==> src/rtl/uart_tx_arb.sv <==
// Round-robin arbiter sharing one byte-level UART transmitter among NREQ requesters; optional UART_ARB_LOCK_EN keeps grant for a whole message.
// Latency: req sampled at one edge gives tx_valid/grant after that edge; ack pulses the cycle after the tx handshake.
// Backpressure: tx_valid/tx_data held until tx_ready; requesters hold req/req_data until ack, updating them in the ack cycle.
module uart_tx_arb #(
    parameter int NREQ = 4,
    parameter int DW   = 8
) (
    input  logic               clk,
    input  logic               reset_n,
    input  logic [NREQ-1:0]    req,
    input  logic [NREQ*DW-1:0] req_data,
    input  logic [NREQ-1:0]    req_last,
    output logic [NREQ-1:0]    ack,
    output logic [NREQ-1:0]    grant,
    output logic               tx_valid,
    output logic [DW-1:0]      tx_data,
    input  logic               tx_ready,
    output logic               busy
);

    localparam int PW = (NREQ > 1) ? $clog2(NREQ) : 1;

    typedef enum logic [1:0] {
        IDLE = 2'd0,
        SEND = 2'd1
`ifdef UART_ARB_LOCK_EN
        , HOLD = 2'd2
`endif
    } state_t;

    state_t        state;
    logic [PW-1:0] rr_ptr;
    logic [PW-1:0] owner;
    logic [PW-1:0] owner_nxt;
    logic [PW-1:0] win_idx;
    logic          found;
    int unsigned   cand;

    // First requesting index at or after rr_ptr, wrapping NREQ-1 -> 0.
    always_comb begin
        win_idx = rr_ptr;
        found   = 1'b0;
        cand    = 0;
        for (int k = 0; k < NREQ; k++) begin
            cand = int'(rr_ptr) + k;
            if (cand >= NREQ) begin
                cand = cand - NREQ;
            end
            if (!found && req[cand]) begin
                found   = 1'b1;
                win_idx = PW'(cand);
            end
        end
    end

    assign owner_nxt = (owner == PW'(NREQ - 1)) ? '0 : owner + 1'b1;

`ifndef UART_ARB_LOCK_EN
    logic unused_last;
    assign unused_last = ^req_last;
`endif

    always_ff @(posedge clk or negedge reset_n) begin
        if (!reset_n) begin
            state    <= IDLE;
            rr_ptr   <= '0;
            owner    <= '0;
            grant    <= '0;
            ack      <= '0;
            tx_valid <= 1'b0;
            tx_data  <= '0;
            busy     <= 1'b0;
        end else begin
            ack <= '0;
            case (state)
                IDLE: begin
                    if (found) begin
                        grant    <= NREQ'(1) << win_idx;
                        owner    <= win_idx;
                        tx_data  <= req_data[int'(win_idx)*DW +: DW];
                        tx_valid <= 1'b1;
                        busy     <= 1'b1;
                        state    <= SEND;
                    end
                end
                SEND: begin
                    if (tx_ready) begin
                        ack      <= grant;
                        tx_valid <= 1'b0;
`ifdef UART_ARB_LOCK_EN
                        if (!req_last[owner]) begin
                            state <= HOLD;
                        end else begin
                            grant  <= '0;
                            rr_ptr <= owner_nxt;
                            busy   <= 1'b0;
                            state  <= IDLE;
                        end
`else
                        grant  <= '0;
                        rr_ptr <= owner_nxt;
                        busy   <= 1'b0;
                        state  <= IDLE;
`endif
                    end
                end
`ifdef UART_ARB_LOCK_EN
                // Locked to the owner: other requesters wait until its last byte.
                HOLD: begin
                    if (req[owner]) begin
                        tx_data  <= req_data[int'(owner)*DW +: DW];
                        tx_valid <= 1'b1;
                        state    <= SEND;
                    end
                end
`endif
                default: begin
                    grant    <= '0;
                    tx_valid <= 1'b0;
                    busy     <= 1'b0;
                    state    <= IDLE;
                end
            endcase
        end
    end

endmodule

==> config.mk <==
export PLATFORM = sky130hd
export DESIGN_NAME = uart_tx_arb
export DESIGN_NICKNAME = d
export VERILOG_FILES = /design/src/rtl/uart_tx_arb.sv
export SDC_FILE = /design/constraint.sdc
export NUM_CORES = 1
export LEC_CHECK = 0
export CORE_MARGIN = 10
export CORE_UTILIZATION = 37
export DETAILED_ROUTE_END_ITERATION = 10
export HOLD_SLACK_MARGIN = 0.05
export PLACE_DENSITY = 0.72
export SLEW_MARGIN = 25
export SYNTH_ARGS = -nofsm -noshare
export SYNTH_HDL_FRONTEND = slang
export SYNTH_SLANG_ARGS = --single-unit
==> constraint.sdc <==
create_clock -name clk -period 4.1 [get_ports clk]
set_input_delay 1.025 -clock clk [delete_from_list [all_inputs] [get_ports clk]]
set_output_delay 1.025 -clock clk [all_outputs]
set_load 0.03 [all_outputs]
Word level (Yosys, flattened, before mapping)
Index checks and enable logic that the tools add are counted.
{"block": "op_classes", "addsub": 8, "magnitude_cmp": 8, "n_eq_ne": 4, "shift": 2, "mux": 32, "reduce_logical": 10}
{"op": "$lt A32 B3 Y1 const B", "n": 4}
{"op": "$mux W32", "n": 4}
{"op": "$shiftx A32 B6 Y8", "n": 1}
{"op": "$mux W4", "n": 4}
{"op": "$mux W2", "n": 7}
{"op": "$sub A3 B3 Y4 const B", "n": 3}
{"op": "$mux W1", "n": 10}
{"op": "$ge A3 B3 Y1 const B", "n": 3}
{"op": "$bmux W1 S2", "n": 4}
{"op": "$pmux W4 S2", "n": 1}
{"op": "$add A2 B2 Y3 const B", "n": 2}
{"op": "$reduce_and A2 Y1", "n": 3}
{"op": "$ne A2 B2 Y1 const B", "n": 2}
{"op": "$pmux W2 S2", "n": 1}
{"op": "$shl A1 B2 Y4 const A", "n": 1}
{"op": "$sub A2 B3 Y4 const B", "n": 1}
{"op": "$add A2 B1 Y3 const B", "n": 1}
{"op": "$ge A2 B3 Y1 const B", "n": 1}
{"op": "$logic_and A1 B1 Y1", "n": 3}
{"op": "$logic_not A1 Y1", "n": 3}
{"op": "$add A2 B1 Y2 const B", "n": 1}
{"op": "$eq A2 B1 Y1 const B", "n": 1}
{"op": "$eq A2 B2 Y1 const B", "n": 1}
{"op": "$logic_not A2 Y1", "n": 1}
{"op": "$pmux W1 S2", "n": 1}
{"block": "totals", "reg_bits": 23, "output_inout_bits": 18, "word_cells": 71}

Longest topological paths before layout
Gate-level depths: netlist of run 1.
{"block": "logic_depth", "word_depth": 17, "mapped_depth": 7, "ltp_nobuf": 5}

Worst setup path before layout of run 1
No wires, ideal clock.
{"block": "synth_timing", "path_type": "input -> register", "start": "input req[3]", "end": "register tx_data[0]", "setup_time_ns": 0.126, "arrival_ns": 2.451, "path_slack_ns": 1.523, "path_stages": 7, "n_path_buf": 2, "cell_sequence": "buf_6 -> nor2b_4 -> a2111o_1 -> buf_6 -> nand2_8 -> mux2_4 -> a221o_1"}
{"block": "synth_between", "elab_chain_cells": 13, "elab_cells_between_ends": 24, "cone_classes": "1 x shift; 16 x mux; 7 x reduce/logical"}
{"item": "start: declaration", "line_no": "10", "source": "input logic [NREQ-1:0] req,"}
{"item": "$bmux W1 S2", "line_no": "49", "source": "if (!found && req[cand]) begin"}
{"item": "$mux W1 (not written as such)", "line_no": "49"}
{"item": "$mux W1", "line_no": "49"}
{"item": "$logic_not A1 Y1", "line_no": "49"}
{"item": "$logic_and A1 B1 Y1", "line_no": "49"}
{"item": "$mux W1", "line_no": "49"}
{"item": "$logic_not A1 Y1", "line_no": "49"}
{"item": "$logic_and A1 B1 Y1", "line_no": "49"}
{"item": "$mux W1", "line_no": "49"}
{"item": "$logic_not A1 Y1", "line_no": "49"}
{"item": "$logic_and A1 B1 Y1", "line_no": "49"}
{"item": "$mux W2 / $mux W1 (equally long branches)", "line_no": "49"}
{"item": "$shiftx A32 B6 Y8 / $reduce_and A2 Y1 (equally long branches)"}
{"item": "end signal: assignment", "line_no": "80", "source": "tx_data <= req_data[int'(win_idx)*DW +: DW];"}
{"item": "end: declaration", "line_no": "16", "source": "output logic [DW-1:0] tx_data,"}
Several ways; a longest one is shown, not always the timed one. The select of a mux whose other input is x is not followed.
A chain may end at the register's enable or synchronous reset.

Final worst setup path of run 1
{"block": "layout_timing", "start": "input req[3]", "end": "register tx_data[3]"}
The elaborated chain is that of the path after synthesis.

==> metrics, run 1 <==
most common library cells after synthesis=dfrtp_1 (21), nand3_1 (13), o21ai_0 (10); multiplexer area fraction after synthesis=between 10% and 20%; Placed Instance Area=approximately 1800 um2; Compound-Gate Fraction of Synth Area=25.0%; cells after synthesis=110; Final setup violation count=0; Synth Area per Inst=around 11 um2; Worst Hold Class=flop to flop; Setup crit end kind=flop; Clock Sinks=21; Final Wtd Congestion=roughly 0.76; Core Area=between 3000 and 4000 um2; largest net degree at the start of global routing=22; Hold Path Origin=owner[0]; r2r endpoint=tx_data[3]; FF-to-FF setup slack=about 1.9 ns; Least-Margin Pin Slew=approximately 0.65 ns; Area growth, synth to finish=47.6%; TritonRoute pass-1 iters=4; CTS tree=done; Filler Cell Count=276; iteration-0 DRC count of the detailed router=40; final hold vios=0; post-synthesis cell type count=31; simple-gate share of the synthesized area=15.7%; Ys Warns=0; WL final=3.54 mm; peak supply drop=0.290 mV; area taken by multi-input logic gates=657 um2; adder-cell share of the synthesized area=1.01%; Synth area leader=dfrtp_1; Worst Hold Slack=around 0.5 ns; storage element area=~530 um2; total chip power=0.992 mW; share of cells above drive strength 1=about an eighth; Worst-Skew Late Latency=roughly 0.31 ns; CP max FO=10; post-synth net total=roughly 150; Num CTS Buffers=3; Post-Synth XOR/XNOR Area=0%; Max Clk Rate=around 0.32 GHz; P_leak=0.767 nW; Initial Util=slightly below 40%; ys flop type=dfrtp_1; Finished Cell Area=~1800 um2; Die H=between 70 and 80 um; ANT cells=0; setup_tns=0 ns; mapped cell area=between 1000 and 1500 um2; Max Slew Vio Count=0; worst path required time=between 4 and 5 ns; post-DP HPWL=around 2.8 mm; Layout Nets=about 210; FFs w/ async S/R, synth=100%; period utilisation layout=between 70% and 80%; Die ar.=between 6000 and 7000 um2; reg2reg start=rr_ptr[1]; relative slew slack=a little under three fifths; hold path cells=1; synth top area cells=dfrtp_1 (43%), mux2_4 (9.7%), a221o_1 (6.5%), nand3_1 (5.3%), o21ai_0 (4.1%); Resize count post-CTS=0; critical path arrival=about 3.3 ns; Die Wd=77.8 um; Post-synth EDFFs=0; largest family of logic cells by synthesized area=compound AO/OA/AOI/OAI gates; vias in the first global route=roughly 1200; pwr/cell area=544 nW/um2; Routed WL per cell=~17 um; most common cell in the netlist=dfrtp_1; IO Port Bufs=between 50 and 60; antenna viol nets, final=0; Root Driver=clkbuf_4; r2r worst-path depth=5; via count=~1100; initial antenna violation count=0; RSZ-0062 raised after global routing=no; H-tree lvl count=1; Setup CP Type=input pin to flop; # rows=20; Final Skew=0.00895 ns; top-area cell type share of the netlist area=roughly 43%; clock-pin transition on the worst setup and hold timing paths=between 0.1 and 0.15 ns; hold-fix buffers at CTS=0; Setup Buffers After CTS=0; # IOs=61; All-Layer GR Usage=11.7%; Max clock buf depth=2; final core utilization=between 50% and 60%; sequential area share after synthesis=between 40% and 50%; Remaining DRCs=0; status=complete, no violations; Critical Path Start Type=input pin; post-synthesis sequential element count=21; hold path endpoint=rr_ptr[0]; max cap viols=0; min Tclk post-route=3.13 ns; first-pass GRT wire length=~6 mm; Vias/cell=5.46; grt ovf=0
==> metal layers <==
metal	track usage, %	vias up	part of all wire, %
met5	0	-	0
met4	4.38	0	1.3
met3	6.68	5	12
met2	18.7	54	45
met1	12.7	544	41
li1	-	532	-
==> cell type report <==
cell class | instances | share of cell area [%]
multi-input combinational | 82 | 36.0
timing repair buffer | 56 | 30.5
sequential | 21 | 28.8
tap | 44 | 3.02
clock buffer | 4 | 1.44
inverter | 1 | 0.206
==> sequential cells by signal, indices dropped and copies added, names as in the netlist <==
name	cells
owner	2
grant	4
rr_ptr	2
ack	4
busy	1
tx_data	8
==> report_power, final <==
part           total (mW)  switching [mW]  internal [mW]
registers           0.341          0.0641          0.277
clock network       0.101          0.0633         0.0380
logic               0.550           0.294          0.256
total               0.992           0.421          0.571
==> critical path, stage by stage <==
cell and delay (ns):
clkdlybuf4s50_1 0.74, nor2b_4 0.11, a2111o_1 0.63, nand2_8 0.21, mux2_4 0.32, a221o_1 0.31
==> kinds of logic (layout without fill, tap and decap cells) <==
family                     Yosys count  in the layout
and+or+nand+nor                     31             31
DFF                                 21             21
muxes                               10             10
adders and majority gates            1              1
buffers and inverters                7             61
AOI/OAI and AO/OA                   40             40
==> stage by stage <==
| step | setup WS [ns] | cells |
|---|---|---|
| floorplan | 1.52 | 110 |
| global placement | 0.699 | 204 |
| detailed placement | 0.641 | 204 |
| CTS | 0.982 | 208 |
| global route | 0.898 | 208 |
| finish | 0.967 | 208 |
==> worst max-delay path by stage <==
stage,from,to,depth (start not counted)
2_1_floorplan,req[3],tx_data[0],7
3_3_place_gp,req[3],tx_data[7],6
3_5_place_dp,req[3],tx_data[3],6
4_1_cts,req[3],tx_data[1],6
5_1_grt,req[3],tx_data[6],6
6_report,req[3],tx_data[3],6
==> layout by cell type (no fill, tap or decap) <==
master / count
a21o_1: 1
o31ai_1: 5
o21ai_0: 10
a221o_1: 8
nor2b_1: 3
a2111oi_4: 1
clkbuf_1: 1
clkdlybuf4s50_1: 55
o21ai_4: 1
nand3_1: 13
a31o_2: 1
o21a_1: 1
or2_2: 1
mux2_2: 1
clkbuf_4: 3
a21oi_1: 8
nand2_8: 1
and3_1: 4
nor2b_4: 1
a2111o_1: 1
dfrtp_1: 21
o21bai_1: 2
nor3_4: 1
nor4_1: 1
nand2_1: 3
nor2_1: 3
buf_2: 1
a21boi_0: 1
mux2i_1: 1
mux2_4: 8
inv_1: 1
ha_1: 1
Power figures use the tool's default switching activity.
==> run 2: changes to the inputs <==
Clock period 4.1 ns to 3.2 ns, I/O delays scaled along.
==> run 2 against run 1 <==
- critical path depth unchanged
- wire length decreased by 0.14%
- setup slack got worse by 0.39 ns
- count of clock-buffer cells in the layout decreased by 1
- non-clock buffer count increased by 3
- global-route usage increased by 0.21 points
- worst hold slack got worse by 0.081 ns
- first-iteration DRC count increased by 20%
- clock power increased by 24%
- register-to-register slack got worse by 0.73 ns
- critical path type unchanged
- highest routed layer unchanged
==> metrics, run 2 (synthesis results as in run 1) <==
status=complete, no violations (unchanged); Finished Cell Area=1850 um2 (was 1820 um2); antenna viol nets, final=0 (unchanged); Critical Path Start Type=input pin (unchanged); grt ovf=0 (unchanged); Vias/cell=5.34 (was 5.46); CP max FO=10 (unchanged); Most flops, register=tx_data (unchanged); relative slew slack=58.1% (was 56.6%); ANT cells=0 (unchanged); Initial Util=39.5% (unchanged); Num CTS Buffers=3 (unchanged); # rows=20 (unchanged); clock-pin transition on the worst setup and hold timing paths=0.11 ns (was 0.12 ns); Area growth, synth to finish=49.5% (was 47.6%); P_leak=0.783 nW (was 0.767 nW); Remaining DRCs=0 (unchanged); iteration-0 DRC count of the detailed router=48 (was 40); worst path required time=3.40 ns (was 4.30 ns); Die ar.=6050 um2 (unchanged); post-DP HPWL=2.92 mm (was 2.78 mm); most common cell after layout, fill and taps aside=clkdlybuf4s50_1 (unchanged); Setup Buffers After CTS=0 (unchanged); IO Port Bufs=56 (unchanged); Die H=77.8 um (unchanged); max cap viols=0 (unchanged); min Tclk post-route=around 2.6 ns; Die Wd=77.8 um (unchanged); pwr/cell area=689 nW/um2 (was 544 nW/um2); commonest cells after routing, fill and taps aside=clkdlybuf4s50_1 (55), dfrtp_1 (21), nand3_1 (13), o21ai_0 (10) (unchanged); H-tree lvl count=1 (unchanged); initial antenna violation count=0 (unchanged); Setup CP Type=input pin to flop (unchanged); CTS tree=done (unchanged); TritonRoute pass-1 iters=4 (unchanged); Placed Instance Area=1820 um2 (was 1800 um2); critical path arrival=2.82 ns (was 3.33 ns); Final Skew=0.000557 ns (was 0.00895 ns); Resize count post-CTS=0 (unchanged); Routed WL per cell=16.8 um (was 17.0 um); Final setup violation count=0 (unchanged); Layout Nets=212 (was 209); Core Area=3130 um2 (unchanged); Max Slew Vio Count=0 (unchanged); vias in the first global route=1250 (was 1241); Least-Margin Pin Slew=0.626 ns (was 0.649 ns); Worst Hold Class=input pin to async pin (was flop to flop); Root Driver=clkbuf_4 (unchanged); Clock Sinks=21 (unchanged); Max Clk Rate=approximately 0.38 GHz; # IOs=61 (unchanged); via count=1127 (was 1135); Worst-Skew Late Latency=0.30 ns (was 0.31 ns); FF-to-FF setup slack=1.16 ns (was 1.89 ns); Filler Cell Count=285 (was 276); share of cells above drive strength 1=14.4% (was 12.2%); Final Wtd Congestion=0.778 (was 0.761); WL final=3.54 mm (about the same); Max clock buf depth=2 (unchanged); final hold vios=0 (unchanged); All-Layer GR Usage=11.9% (was 11.7%); RSZ-0062 raised after global routing=no (unchanged); hold-fix buffers at CTS=0 (unchanged); setup_tns=0 ns (unchanged); max reg flops=8 (unchanged); Top Registers=tx_data: 8 flops, ack: 4 flops, grant: 4 flops (unchanged); largest net degree at the start of global routing=22 (unchanged); Setup crit end kind=flop (unchanged); first-pass GRT wire length=5.96 mm (was 5.88 mm); period utilisation layout=slightly above 80%; peak supply drop=0.438 mV (was 0.290 mV)
==> run 2: cell types whose count changed in the layout (fill, tap and decap cells not counted) <==
cell,change
clkinv_2,+1
clkbuf_1,-1
buf_4,+3
==> run 2: per-stage QoR <==
stage / util (%) / hold WS, ns / std cells / power, mW / setup WS, ns
finish: 59.0 / 0.425 / 211 / 1.27 / 0.574
global route: 59.0 / 0.451 / 211 / 1.36 / 0.433
CTS: 59.2 / 0.504 / 211 / 1.28 / 0.571
detailed placement: 58.3 / 0.485 / 207 / 1.16 / 0.242
global placement: 58.3 / 0.473 / 207 / 1.14 / 0.284
floorplan: - / 0.454 / 110 / 0.886 / 0.848
==> run 2: area by class of cell <==
cell class	count	area [um2]	area share, %
Inverter	1	3.75	0.203
Sequential cell	21	526	28.5
Multi-Input combinational cell	82	657	35.6
Clock buffer	3	22.5	1.22
Tap cell	44	55.1	2.98
Timing Repair Buffer	59	578	31.3
Clock inverter	1	5.00	0.271
==> run 2: power breakdown <==
part           internal, mW  total, mW  switching [mW]
Combinational         0.333      0.711           0.378
Sequential            0.355      0.436          0.0813
Clock                0.0466      0.125          0.0783
Total                 0.734       1.27           0.537
==> run 2: path summary, 6_finish.rpt <==
| path | startpoint | end | depth (start not counted) |
|---|---|---|---|
| max | req[3] | tx_data[1] | 6 |
| min in group clk | owner[0] | rr_ptr[0] | 1 |
| max in group asynchronous | reset_n | ack[1] | 1 |
| min reg2reg | owner[0] | rr_ptr[0] | 1 |
| min | reset_n | busy | 1 |
| max reg2reg | rr_ptr[1] | tx_data[1] | 5 |
==> run 2: routing by layer <==
layer	part of all wire, %	global-route usage, %	vias to the layer above	wire length [um]
met1	41	12.9	531	1470
met5	0	0	-	0
met2	45	19.6	53	1590
li1	-	-	537	-
met3	12	6.80	6	427
met4	1.4	3.28	0	51
==> run 2: critical path, cell delays in order <==
cell and delay (ns):
clkdlybuf4s50_1 0.62, nor2b_4 0.09, a2111o_1 0.52, nand2_8 0.16, mux2_4 0.31, a221o_1 0.32
==> run 3: changes to the inputs <==
Settings changed: CORE_UTILIZATION 37 to 36, PLACE_DENSITY 0.72 to 0.73.
Clock period 3.2 ns to 2.25 ns, I/O delays scaled along.
==> run 3 against run 2 <==
- critical endpoint is now tx_data[3]
- core utilization fell by 0.47 points
- design area is 5.8% higher
- power grew 50%
- clock skew increased by 0.0049 ns
- combinational power rose by 59%
- via count increased by 5.6%
- largest power group unchanged
- wire length up 12%
- sequential power is 37% higher
- non-clock buffer count up 12
- register-to-register slack lost 0.88 ns
- largest cell class unchanged
- global-route usage up 0.74 points
==> metrics, run 3 (synthesis results as in run 1) <==
status=complete, no violations (unchanged); antenna viol nets, final=0 (unchanged); Remaining DRCs=0 (unchanged); Max Slew Vio Count=0 (unchanged); worst path bufs/invs=1 (unchanged); relative slew slack=70.6% (was 58.1%); Vias/cell=5.27 (was 5.34); Die Wd=78.6 um (was 77.8 um); vias in the first global route=1268 (was 1250); Most flops, register=tx_data (unchanged); Layout Cells excl Fill=226 (was 211); ANT cells=0 (unchanged); most common cell after layout, fill and taps aside=clkdlybuf4s50_1 (unchanged); # rows=21 (was 20); Critical Path Start Type=input pin (unchanged); Max Clk Rate=~0.47 GHz; top layer used by detailed routing=met4 (unchanged); # IOs=61 (unchanged); Die ar.=6170 um2 (was 6050 um2); hold-fix buffers at CTS=0 (unchanged); Core Area=3340 um2 (was 3130 um2); Worst-Skew Late Latency=0.31 ns (was 0.30 ns); P_leak=0.853 nW (was 0.783 nW); CTS tree=done (unchanged); max reg flops=8 (unchanged); Routed WL per cell=17.5 um (was 16.8 um); Setup CP Type=input pin to flop (unchanged); grt ovf=0 (unchanged); post-DP HPWL=3.07 mm (was 2.92 mm); Final Wtd Congestion=0.820 (was 0.778); commonest cells after routing, fill and taps aside=clkdlybuf4s50_1 (53), dfrtp_1 (21), buf_4 (15), nand3_1 (13), o21ai_0 (10) (was clkdlybuf4s50_1 (55), dfrtp_1 (21), nand3_1 (13), o21ai_0 (10)); Setup crit end kind=flop (unchanged); Root Driver=clkbuf_4 (unchanged); Num CTS Buffers=3 (unchanged); Final Skew=0.00543 ns (was 0.000557 ns); CP max FO=5 (was 10); Worst path top cell family by delay=compound AO/OA/AOI/OAI gates (unchanged); crit-path cells=clkdlybuf4s50_1 > a2111o_1 > nand2_8 > mux2_4 > a221o_1 (was clkdlybuf4s50_1 > nor2b_4 > a2111o_1 > nand2_8 > mux2_4 > a221o_1); met1 WL=1.71 mm (was 1.47 mm); critical path arrival=2.36 ns (was 2.82 ns); clock-pin transition on the worst setup and hold timing paths=0.12 ns (was 0.11 ns); WL met3=188 um (was 427 um); Max clock buf depth=2 (unchanged); max cap viols=0 (unchanged); Top Registers=tx_data: 8 flops, ack: 4 flops, grant: 4 flops (unchanged); TritonRoute pass-1 iters=4 (unchanged); worst path required time=2.46 ns (was 3.40 ns); initial antenna violation count=0 (unchanged); Worst Hold Class=flop to flop (was input pin to async pin); min Tclk post-route=2.15 ns; largest net degree at the start of global routing=22 (unchanged); period utilisation layout=between 90 and 100%; Setup Buffers After CTS=0 (unchanged); Final setup violation count=0 (unchanged); IO Port Bufs=56 (unchanged); pre-CTS setup slack=-0.413 ns (was 0.242 ns); Layout Nets=225 (was 212); All-Layer GR Usage=12.7% (was 11.9%); peak supply drop=0.448 mV (was 0.438 mV); dpl cells=221 (was 207); final worst slack=0.0995 ns (was 0.574 ns); share of cells above drive strength 1=20.6% (was 14.4%); Area growth, synth to finish=58.3% (was 49.5%); final hold vios=0 (unchanged); met2 wire len=1.95 mm (was 1.59 mm); Clock Sinks=21 (unchanged); WL final=3.95 mm (was 3.54 mm); iteration-0 DRC count of the detailed router=110 (was 48); Initial Util=37.0% (was 39.5%); via count=1190 (was 1127); H-tree lvl count=1 (unchanged); Die H=78.6 um (was 77.8 um); first-pass GRT wire length=6.40 mm (was 5.96 mm); Crit-path slowest cell=clkdlybuf4s50_1 (unchanged); RSZ-0062 raised after global routing=no (unchanged); Least-Margin Pin Slew=0.441 ns (was 0.626 ns); largest stage delay on the critical path=0.51 ns (was 0.62 ns); pwr/cell area=977 nW/um2 (was 689 nW/um2)
[run 3: cell count changes in the layout (fill, tap and decap cells not counted), sizes merged]
cell / delta
nand2: +1
clkdlybuf4s50: -2
buf: +11
dlygate4sd2: +3
[run 3: area by class of cell]
| cell class | count | area, um2 |
|---|---|---|
| flip-flops and latches | 21 | 526 |
| well taps | 46 | 57.6 |
| clock buffers | 3 | 22.5 |
| repair buffers | 71 | 669 |
| fillers | 295 | 1380 |
| inverters | 1 | 3.75 |
| multi-input cells | 83 | 671 |
| clock inverters | 1 | 5.00 |
[run 3: worst paths after layout]
path	from	endpoint	slack, ns	depth (start not counted)
max	req[1]	tx_data[3]	0.1	5
min	owner[0]	rr_ptr[0]	0.50	1
min reg2reg	owner[0]	rr_ptr[0]	0.50	1
max reg2reg	rr_ptr[1]	tx_data[3]	0.28	4
max in group asynchronous	reset_n	ack[0]	1.45	2
min in group asynchronous	reset_n	grant[3]	0.58	2
[run 3: per-layer routing]
layer,global-route usage [%],up-vias
li1,-,570
met1,15.4,568
met2,21.1,44
met3,3.19,8
met4,4.66,0
met5,0,-
[run 3: power breakdown]
group | switching (mW) | total [mW] | internal (mW)
Sequential | 0.0915 | 0.596 | 0.504
Combinational | 0.587 | 1.13 | 0.540
Clock | 0.120 | 0.187 | 0.0664
[run 3: timing repair]
action / in CTS / in global routing
resized for setup: 3 / 1
hold endpoints to repair: 0 / 0
setup endpoints to repair: 9 / 1
gates cloned: 1 / 0
pin swaps: 2 / 0
[run 3: worst register-to-register path, cell delays in order (launching register included)]
cell      delay [ns]
dfrtp_1         0.47
a2111o_1        0.59
nand2_8         0.17
mux2_4          0.31
a221o_1         0.32
[run 3: stage by stage]
stage               cell area [um2]  hold slack [ns]  power, mW  utilization [%]  setup TNS [ns]
finish                         1950            0.503       1.91             58.6               0
floorplan                      1230            0.267       1.26                -               0
global route                   1950            0.546       2.02             58.6               0
detailed placement             1920            0.488       1.72             57.4           -3.83
CTS                            1950            0.505       1.92             58.5               0
global placement               1920            0.477       1.69             57.4           -3.24
